<file path="src/rtl/bananachine_pkg.sv">
// Shared constants for the CPU memory-port I/O window: decode mask,
// register offsets and TXSTAT field positions.
package bananachine_pkg;

    // I/O window base address; a hit means addr[WIDTH-1:4] is all ones
    localparam logic [15:0] IO_BASE = 16'hFFF0;
    localparam int unsigned OFF_W   = 4;

    // Register offsets within the window (addr[3:0])
    localparam logic [OFF_W-1:0] OFF_SW     = 4'd0;
    localparam logic [OFF_W-1:0] OFF_LED    = 4'd1;
    localparam logic [OFF_W-1:0] OFF_TIMER  = 4'd2;
    localparam logic [OFF_W-1:0] OFF_TXDATA = 4'd3;
    localparam logic [OFF_W-1:0] OFF_TXSTAT = 4'd4;
    localparam logic [OFF_W-1:0] OFF_CMP    = 4'd5;

    // TXSTAT bit positions
    localparam int unsigned TXSTAT_FULL    = 0;
    localparam int unsigned TXSTAT_EMPTY   = 1;
    localparam int unsigned TXSTAT_OVF     = 2;
    localparam int unsigned TXSTAT_CNT_LSB = 8;
    localparam int unsigned TXSTAT_CNT_W   = 8;

endpackage

</file>
<file path="src/rtl/io_fifo.sv">
// Synchronous FIFO used as the TX byte queue.
// Ports: clk, reset (sync active-low), push_i/din_i write side,
//        pop_i read side, full_o/empty_o/count_o registered status,
//        head_c_o combinational view of the head entry.
// Pushes while full and pops while empty are ignored.
module io_fifo #(
    parameter int unsigned WIDTH = 8,
    parameter int unsigned DEPTH = 8
) (
    input  logic                       clk,
    input  logic                       reset,
    input  logic                       push_i,
    input  logic [WIDTH-1:0]           din_i,
    input  logic                       pop_i,
    output logic                       full_o,
    output logic                       empty_o,
    output logic [$clog2(DEPTH):0]     count_o,
    output logic [WIDTH-1:0]           head_c_o
);

    localparam int unsigned PTR_W = $clog2(DEPTH);
    localparam int unsigned CNT_W = PTR_W + 1;

    logic [WIDTH-1:0] mem_q [DEPTH];
    logic [PTR_W-1:0] wr_ptr_q, wr_ptr_d;
    logic [PTR_W-1:0] rd_ptr_q, rd_ptr_d;
    logic [CNT_W-1:0] count_q, count_d;
    logic             full_q, full_d;
    logic             empty_q, empty_d;
    logic             do_push, do_pop;

    // Pointer/count update; pointers wrap naturally since DEPTH is a power of two
    always_comb begin
        do_push  = push_i & ~full_q;
        do_pop   = pop_i & ~empty_q;
        wr_ptr_d = wr_ptr_q;
        rd_ptr_d = rd_ptr_q;
        if (do_push) wr_ptr_d = wr_ptr_q + PTR_W'(1);
        if (do_pop)  rd_ptr_d = rd_ptr_q + PTR_W'(1);
        count_d  = count_q + CNT_W'(do_push) - CNT_W'(do_pop);
        full_d   = (count_d == CNT_W'(DEPTH));
        empty_d  = (count_d == '0);
    end

    always_ff @(posedge clk) begin
        if (!reset) begin
            wr_ptr_q <= '0;
            rd_ptr_q <= '0;
            count_q  <= '0;
            full_q   <= 1'b0;
            empty_q  <= 1'b1;
            for (int i = 0; i < int'(DEPTH); i++) mem_q[i] <= '0;
        end else begin
            wr_ptr_q <= wr_ptr_d;
            rd_ptr_q <= rd_ptr_d;
            count_q  <= count_d;
            full_q   <= full_d;
            empty_q  <= empty_d;
            if (do_push) mem_q[wr_ptr_q] <= din_i;
        end
    end

    assign full_o   = full_q;
    assign empty_o  = empty_q;
    assign count_o  = count_q;
    assign head_c_o = mem_q[rd_ptr_q];

endmodule

</file>
<file path="src/rtl/mmio_responder.sv">
// Responder for the CPU load/store port I/O window 0xFFF0-0xFFFF.
// Serves switches, LEDs, a prescaled timer and a TX byte FIFO; load data
// appears one cycle after re, matching RAM port-b timing.
// Ports: clk, reset (sync active-low), addr/wdata/we/re CPU port,
//        io_hit (combinational decode), io_sel/io_rdata (registered load),
//        switches in, leds out, tx_data/tx_valid/tx_ready FIFO drain,
//        irq timer-compare interrupt.
// Build option: define MMIO_TIMER_IRQ_EN to add the CMP register (offset 5)
// and the sticky irq; otherwise irq is tied low and offset 5 reads 0.
module mmio_responder
    import bananachine_pkg::*;
#(
    parameter int unsigned WIDTH      = 16,
    parameter int unsigned FIFO_DEPTH = 8,
    parameter int unsigned PRESCALE   = 1000
) (
    input  logic             clk,
    input  logic             reset,
    input  logic [WIDTH-1:0] addr,
    input  logic [WIDTH-1:0] wdata,
    input  logic             we,
    input  logic             re,
    output logic             io_hit,
    output logic             io_sel,
    output logic [WIDTH-1:0] io_rdata,
    input  logic [WIDTH-1:0] switches,
    output logic [WIDTH-1:0] leds,
    output logic [7:0]       tx_data,
    output logic             tx_valid,
    input  logic             tx_ready,
    output logic             irq
);

    localparam int unsigned CNT_W = $clog2(FIFO_DEPTH) + 1;
    localparam int unsigned PRE_W = (PRESCALE > 1) ? $clog2(PRESCALE) : 1;
    localparam logic [PRE_W-1:0] PRE_MAX = PRE_W'(PRESCALE - 1);

    logic [OFF_W-1:0] off;
    logic             wr_en, rd_en;

    logic [WIDTH-1:0] sw_meta_q, sw_sync_q;
    logic [WIDTH-1:0] leds_q, leds_d;
    logic [WIDTH-1:0] timer_q, timer_d;
    logic [PRE_W-1:0] presc_q, presc_d;
    logic             ovf_q, ovf_d;
    logic             io_sel_q;
    logic [WIDTH-1:0] io_rdata_q, io_rdata_d;
    logic [WIDTH-1:0] rdata;
    logic [WIDTH-1:0] txstat;
    logic [WIDTH-1:0] cmp_rdata;

    logic             fifo_push, fifo_pop;
    logic             fifo_full, fifo_empty;
    logic [CNT_W-1:0] fifo_count;
    logic [7:0]       fifo_head;

    // Address decode
    assign off    = addr[OFF_W-1:0];
    assign io_hit = &addr[WIDTH-1:OFF_W];
    assign wr_en  = we & io_hit;
    assign rd_en  = re & io_hit;

    assign fifo_push = wr_en && (off == OFF_TXDATA);
    assign fifo_pop  = ~fifo_empty & tx_ready;

    io_fifo #(
        .WIDTH (8),
        .DEPTH (FIFO_DEPTH)
    ) u_tx_fifo (
        .clk      (clk),
        .reset    (reset),
        .push_i   (fifo_push),
        .din_i    (wdata[7:0]),
        .pop_i    (fifo_pop),
        .full_o   (fifo_full),
        .empty_o  (fifo_empty),
        .count_o  (fifo_count),
        .head_c_o (fifo_head)
    );

    // Status word for TXSTAT reads
    always_comb begin
        txstat = '0;
        txstat[TXSTAT_FULL]  = fifo_full;
        txstat[TXSTAT_EMPTY] = fifo_empty;
        txstat[TXSTAT_OVF]   = ovf_q;
        txstat[TXSTAT_CNT_LSB +: TXSTAT_CNT_W] = TXSTAT_CNT_W'(fifo_count);
    end

    // Next state for registers, timer, overflow flag and read mux
    always_comb begin
        leds_d     = leds_q;
        timer_d    = timer_q;
        presc_d    = presc_q;
        ovf_d      = ovf_q;
        rdata      = '0;

        if (presc_q == PRE_MAX) begin
            presc_d = '0;
            timer_d = timer_q + WIDTH'(1);
        end else begin
            presc_d = presc_q + PRE_W'(1);
        end

        if (wr_en && (off == OFF_LED)) leds_d = wdata;
        // A timer load overrides a same-cycle tick
        if (wr_en && (off == OFF_TIMER)) begin
            timer_d = wdata;
            presc_d = '0;
        end

        // Status read clears overflow; a fresh dropped push re-sets it
        if (rd_en && (off == OFF_TXSTAT)) ovf_d = 1'b0;
        if (fifo_push && fifo_full)       ovf_d = 1'b1;

        unique case (off)
            OFF_SW:     rdata = sw_sync_q;
            OFF_LED:    rdata = leds_q;
            OFF_TIMER:  rdata = timer_q;
            OFF_TXSTAT: rdata = txstat;
            OFF_CMP:    rdata = cmp_rdata;
            default:    rdata = '0;
        endcase

        io_rdata_d = rd_en ? rdata : io_rdata_q;
    end

    always_ff @(posedge clk) begin
        if (!reset) begin
            sw_meta_q  <= '0;
            sw_sync_q  <= '0;
            leds_q     <= '0;
            timer_q    <= '0;
            presc_q    <= '0;
            ovf_q      <= 1'b0;
            io_sel_q   <= 1'b0;
            io_rdata_q <= '0;
        end else begin
            sw_meta_q  <= switches;
            sw_sync_q  <= sw_meta_q;
            leds_q     <= leds_d;
            timer_q    <= timer_d;
            presc_q    <= presc_d;
            ovf_q      <= ovf_d;
            io_sel_q   <= rd_en;
            io_rdata_q <= io_rdata_d;
        end
    end

`ifdef MMIO_TIMER_IRQ_EN
    logic [WIDTH-1:0] cmp_q, cmp_d;
    logic             irq_q, irq_d;

    // Sticky compare interrupt; a CMP write clears it and wins over a set
    always_comb begin
        cmp_d = cmp_q;
        irq_d = irq_q;
        if (timer_q == cmp_q) irq_d = 1'b1;
        if (wr_en && (off == OFF_CMP)) begin
            cmp_d = wdata;
            irq_d = 1'b0;
        end
    end

    always_ff @(posedge clk) begin
        if (!reset) begin
            cmp_q <= '1;
            irq_q <= 1'b0;
        end else begin
            cmp_q <= cmp_d;
            irq_q <= irq_d;
        end
    end

    assign cmp_rdata = cmp_q;
    assign irq       = irq_q;
`else
    assign cmp_rdata = '0;
    assign irq       = 1'b0;
`endif

    assign io_sel   = io_sel_q;
    assign io_rdata = io_rdata_q;
    assign leds     = leds_q;
    assign tx_data  = fifo_head;
    assign tx_valid = ~fifo_empty;

endmodule

</file>
<file path="config.mk">
export PLATFORM = sky130hd
export DESIGN_NAME = mmio_responder
export DESIGN_NICKNAME = d
export VERILOG_FILES = /design/src/rtl/bananachine_pkg.sv /design/src/rtl/io_fifo.sv /design/src/rtl/mmio_responder.sv
export SDC_FILE = /design/constraint.sdc
export NUM_CORES = 1
export LEC_CHECK = 0
export ABC_AREA = 1
export BUFFER_PORTS_ARGS = -buffer_cell sky130_fd_sc_hd__buf_2
export CAP_MARGIN = 20
export CORE_MARGIN = 4
export CORE_UTILIZATION = 50
export CTS_BUF_LIST = sky130_fd_sc_hd__clkbuf_16
export DETAILED_ROUTE_END_ITERATION = 16
export PLACE_DENSITY = 0.76
export REMOVE_ABC_BUFFERS = 1
export SYNTH_ARGS = -nofsm -noshare
export SYNTH_HDL_FRONTEND = slang
export SYNTH_SLANG_ARGS = --single-unit
</file>
<file path="constraint.sdc">
create_clock -name clk -period 2.85 [get_ports clk]
set_clock_uncertainty 0.15 [all_clocks]
set_input_delay 0.285 -clock clk [delete_from_list [all_inputs] [get_ports clk]]
set_output_delay 0.285 -clock clk [all_outputs]
set_load 0.01 [all_outputs]
</file>
==> results.tsv <==
metric	value	unit
ys.flop_type	dfxtp_1	
synth_cell_type_count	35	
syn_inst	946	
hold_violations	0	
fin_setup_tns	0	ps
cts_tree	built	
start_kind	flip-flop	
start_util	51.8	%
antenna_found_initial	0	
yosysWarningCount	0	
synth-seq-area-share	53.2	%
fin_nets	1115	
syn_avg_cell_area	8.08	um2
cts-root-buf	clkbuf_16	
worst-setup-path-type	flip-flop to primary output	
clockBufferDepth	2	
synthToLayoutAreaGrowth	17.7	%
drtIter0Drc	465	
arrival	2080	ps
ant_nets	0	
crit_fanout	18	
grt_max_degree	48	
routedWlPerCell	14.8	um
maxCapViolations	0	
die_area	0.0173	mm2
rsz0062_at_grt	false	
relSlewSlack	48.3	%
critPathCaptureType	primary output	
post_cts_buffers	0	
outcome	finished clean	
finalCritPeriodShare	88.4	%
num_io_pins	97	
die_y	132	um
finalCriticalPeriod	2520	ps
timing.hold.ws	9.51	ps
p_per_area	634	mW/mm2
dp_hpwl	13000	um
required	2410	ps
clkTransAtPathRegs	70	ps
core_area	0.0148	mm2
irDropWorstVdd	373	uV
fillers	1279	
drc	0	
num_vias	6555	
synth-edff-count	64	
grt_pass1_vias	6371	
drv_slew	0	
avgViaCountPerCell	5.24	
drive_gt1_share	15.7	%
cts_resized	0	
cts_buffers	17	
overflow	0	
hold_class	input port to flip-flop	
place_congestion	0.910	
grt_pass1_wl	30500	um
ys_ff_latch	171	
insertion_delay	430	ps
fmax	397	MHz
numPortBuffers	95	
async_flop_share	0	%
syn_area	0.00765	mm2
p_leak	0.00416	uW
dr.pass1.iters	5	
wl	18500	um
die_w	132	um
diodes	0	
rows	44	
cts.htree.levels	4	
tightestPinTransition	775	ps
track_usage	21.7	%
setup_violations	0	
numClockSinks	171	
-- critical path, stage by stage (launching register included) --
cell and delay, ps:
dfxtp_1 690, buf_4 310, nor2_1 70, o32ai_1 290
nand2_1 100, nand2_1 70, buf_2 120
-- synth_stat cells, types with 8 or more instances --
| master | instances | area [um2] |
|---|---|---|
| a21oi_1 | 40 | 200 |
| clkbuf_1 | 27 | 101 |
| dfxtp_1 | 107 | 2140 |
| edfxtp_1 | 64 | 1920 |
| ha_1 | 8 | 100 |
| inv_1 | 106 | 398 |
| nand2_1 | 239 | 897 |
| nand2_4 | 9 | 101 |
| nand3_1 | 37 | 185 |
| nor2_1 | 164 | 616 |
| o21ai_0 | 56 | 280 |
| o32ai_1 | 16 | 140 |
| xor2_1 | 12 | 105 |
-- power by group --
part | total (uW) | switching, uW | internal [uW] | leakage [uW]
clock network | 2170 | 969 | 1200 | 0.000283
logic | 814 | 497 | 317 | 0.00237
registers | 2730 | 86.9 | 2640 | 0.00151
-- timing repair --
item / CTS / global route
hold endpoints to repair: 16 / 0
setup endpoints to repair: 0 / 0
hold buffers: 16 / 0
-- sequential cells by signal, indices dropped and copies added (netlist names), 3 cells and up, named ones only --
name	flops
u_tx_fifo.mem_q	64
io_rdata	16
leds	16
sw_meta_q	16
sw_sync_q	16
timer_q	16
presc_q	10
u_tx_fifo.count_o	4
u_tx_fifo.rd_ptr_q	3
u_tx_fifo.wr_ptr_q	3
-- cells by family (layout without fill, tap and decap cells) --
group / after synthesis / after routing / share of synthesized area (%)
flops: 171 / 171 / 53.1
fa+ha+maj: 9 / 9 / 1.57
simple gates: 477 / 477 / 26.5
xor+xnor: 14 / 14 / 1.60
compound gates: 127 / 127 / 9.61
buf+inv: 147 / 267 / 7.54
other cells: 1 / 1 / 0.0490
-- metal layers --
| metal | track usage (%) | wire length, um |
|---|---|---|
| met4 | 9.16 | 427 |
| met5 | 0 | 0 |
| met3 | 5.16 | 1250 |
| met2 | 34.3 | 8630 |
| met1 | 28.6 | 8150 |
-- worst paths after layout --
path | startpoint | endpoint | slack (ps) | cells past startpoint
worst min register to register | sw_meta_q[12] | sw_sync_q[12] | 260 | 2
worst max-delay path | flip-flop | tx_data[0] | 330 | 6
worst min-delay path | wdata[11] | timer_q[11] | 10 | 5
worst max register to register | u_tx_fifo.empty_o | u_tx_fifo.empty_o | 630 | 11
-- layout by cell type (no fill, tap or decap), types with 14 or more instances in the layout --
| master | count |
|---|---|
| nand2_1 | 239 |
| nor2_1 | 164 |
| inv_1 | 108 |
| dfxtp_1 | 107 |
| buf_2 | 95 |
| edfxtp_1 | 64 |
| o21ai_0 | 56 |
| a21oi_1 | 40 |
| nand3_1 | 37 |
| clkbuf_16 | 17 |
| o32ai_1 | 16 |
| dlygate4sd3_1 | 16 |
| buf_4 | 14 |
-- layout make-up --
cell class | instances | area (um2) | share of cell area [%]
timing repair buffer | 125 | 741 | 8.23
multi-input combinational | 628 | 3010 | 33.4
inverter | 110 | 413 | 4.59
clock inverter | 15 | 124 | 1.38
clock buffer | 17 | 425 | 4.73
sequential | 171 | 4060 | 45.1
tap | 184 | 230 | 2.56
-- metrics by stage --
stage	cells	area [um2]	util, %	worst slack [ps]	power [uW]
2_1_floorplan	909	7480	-	748	3250
3_3_place_gp	1202	8290	56.2	341	3540
3_5_place_dp	1202	8290	56.2	278	3570
4_1_cts	1250	9000	61.0	330	5730
5_1_grt	1250	9000	61.0	181	5960
6_report	1250	9000	61.0	331	5710
(Power assumes the default switching activity.)
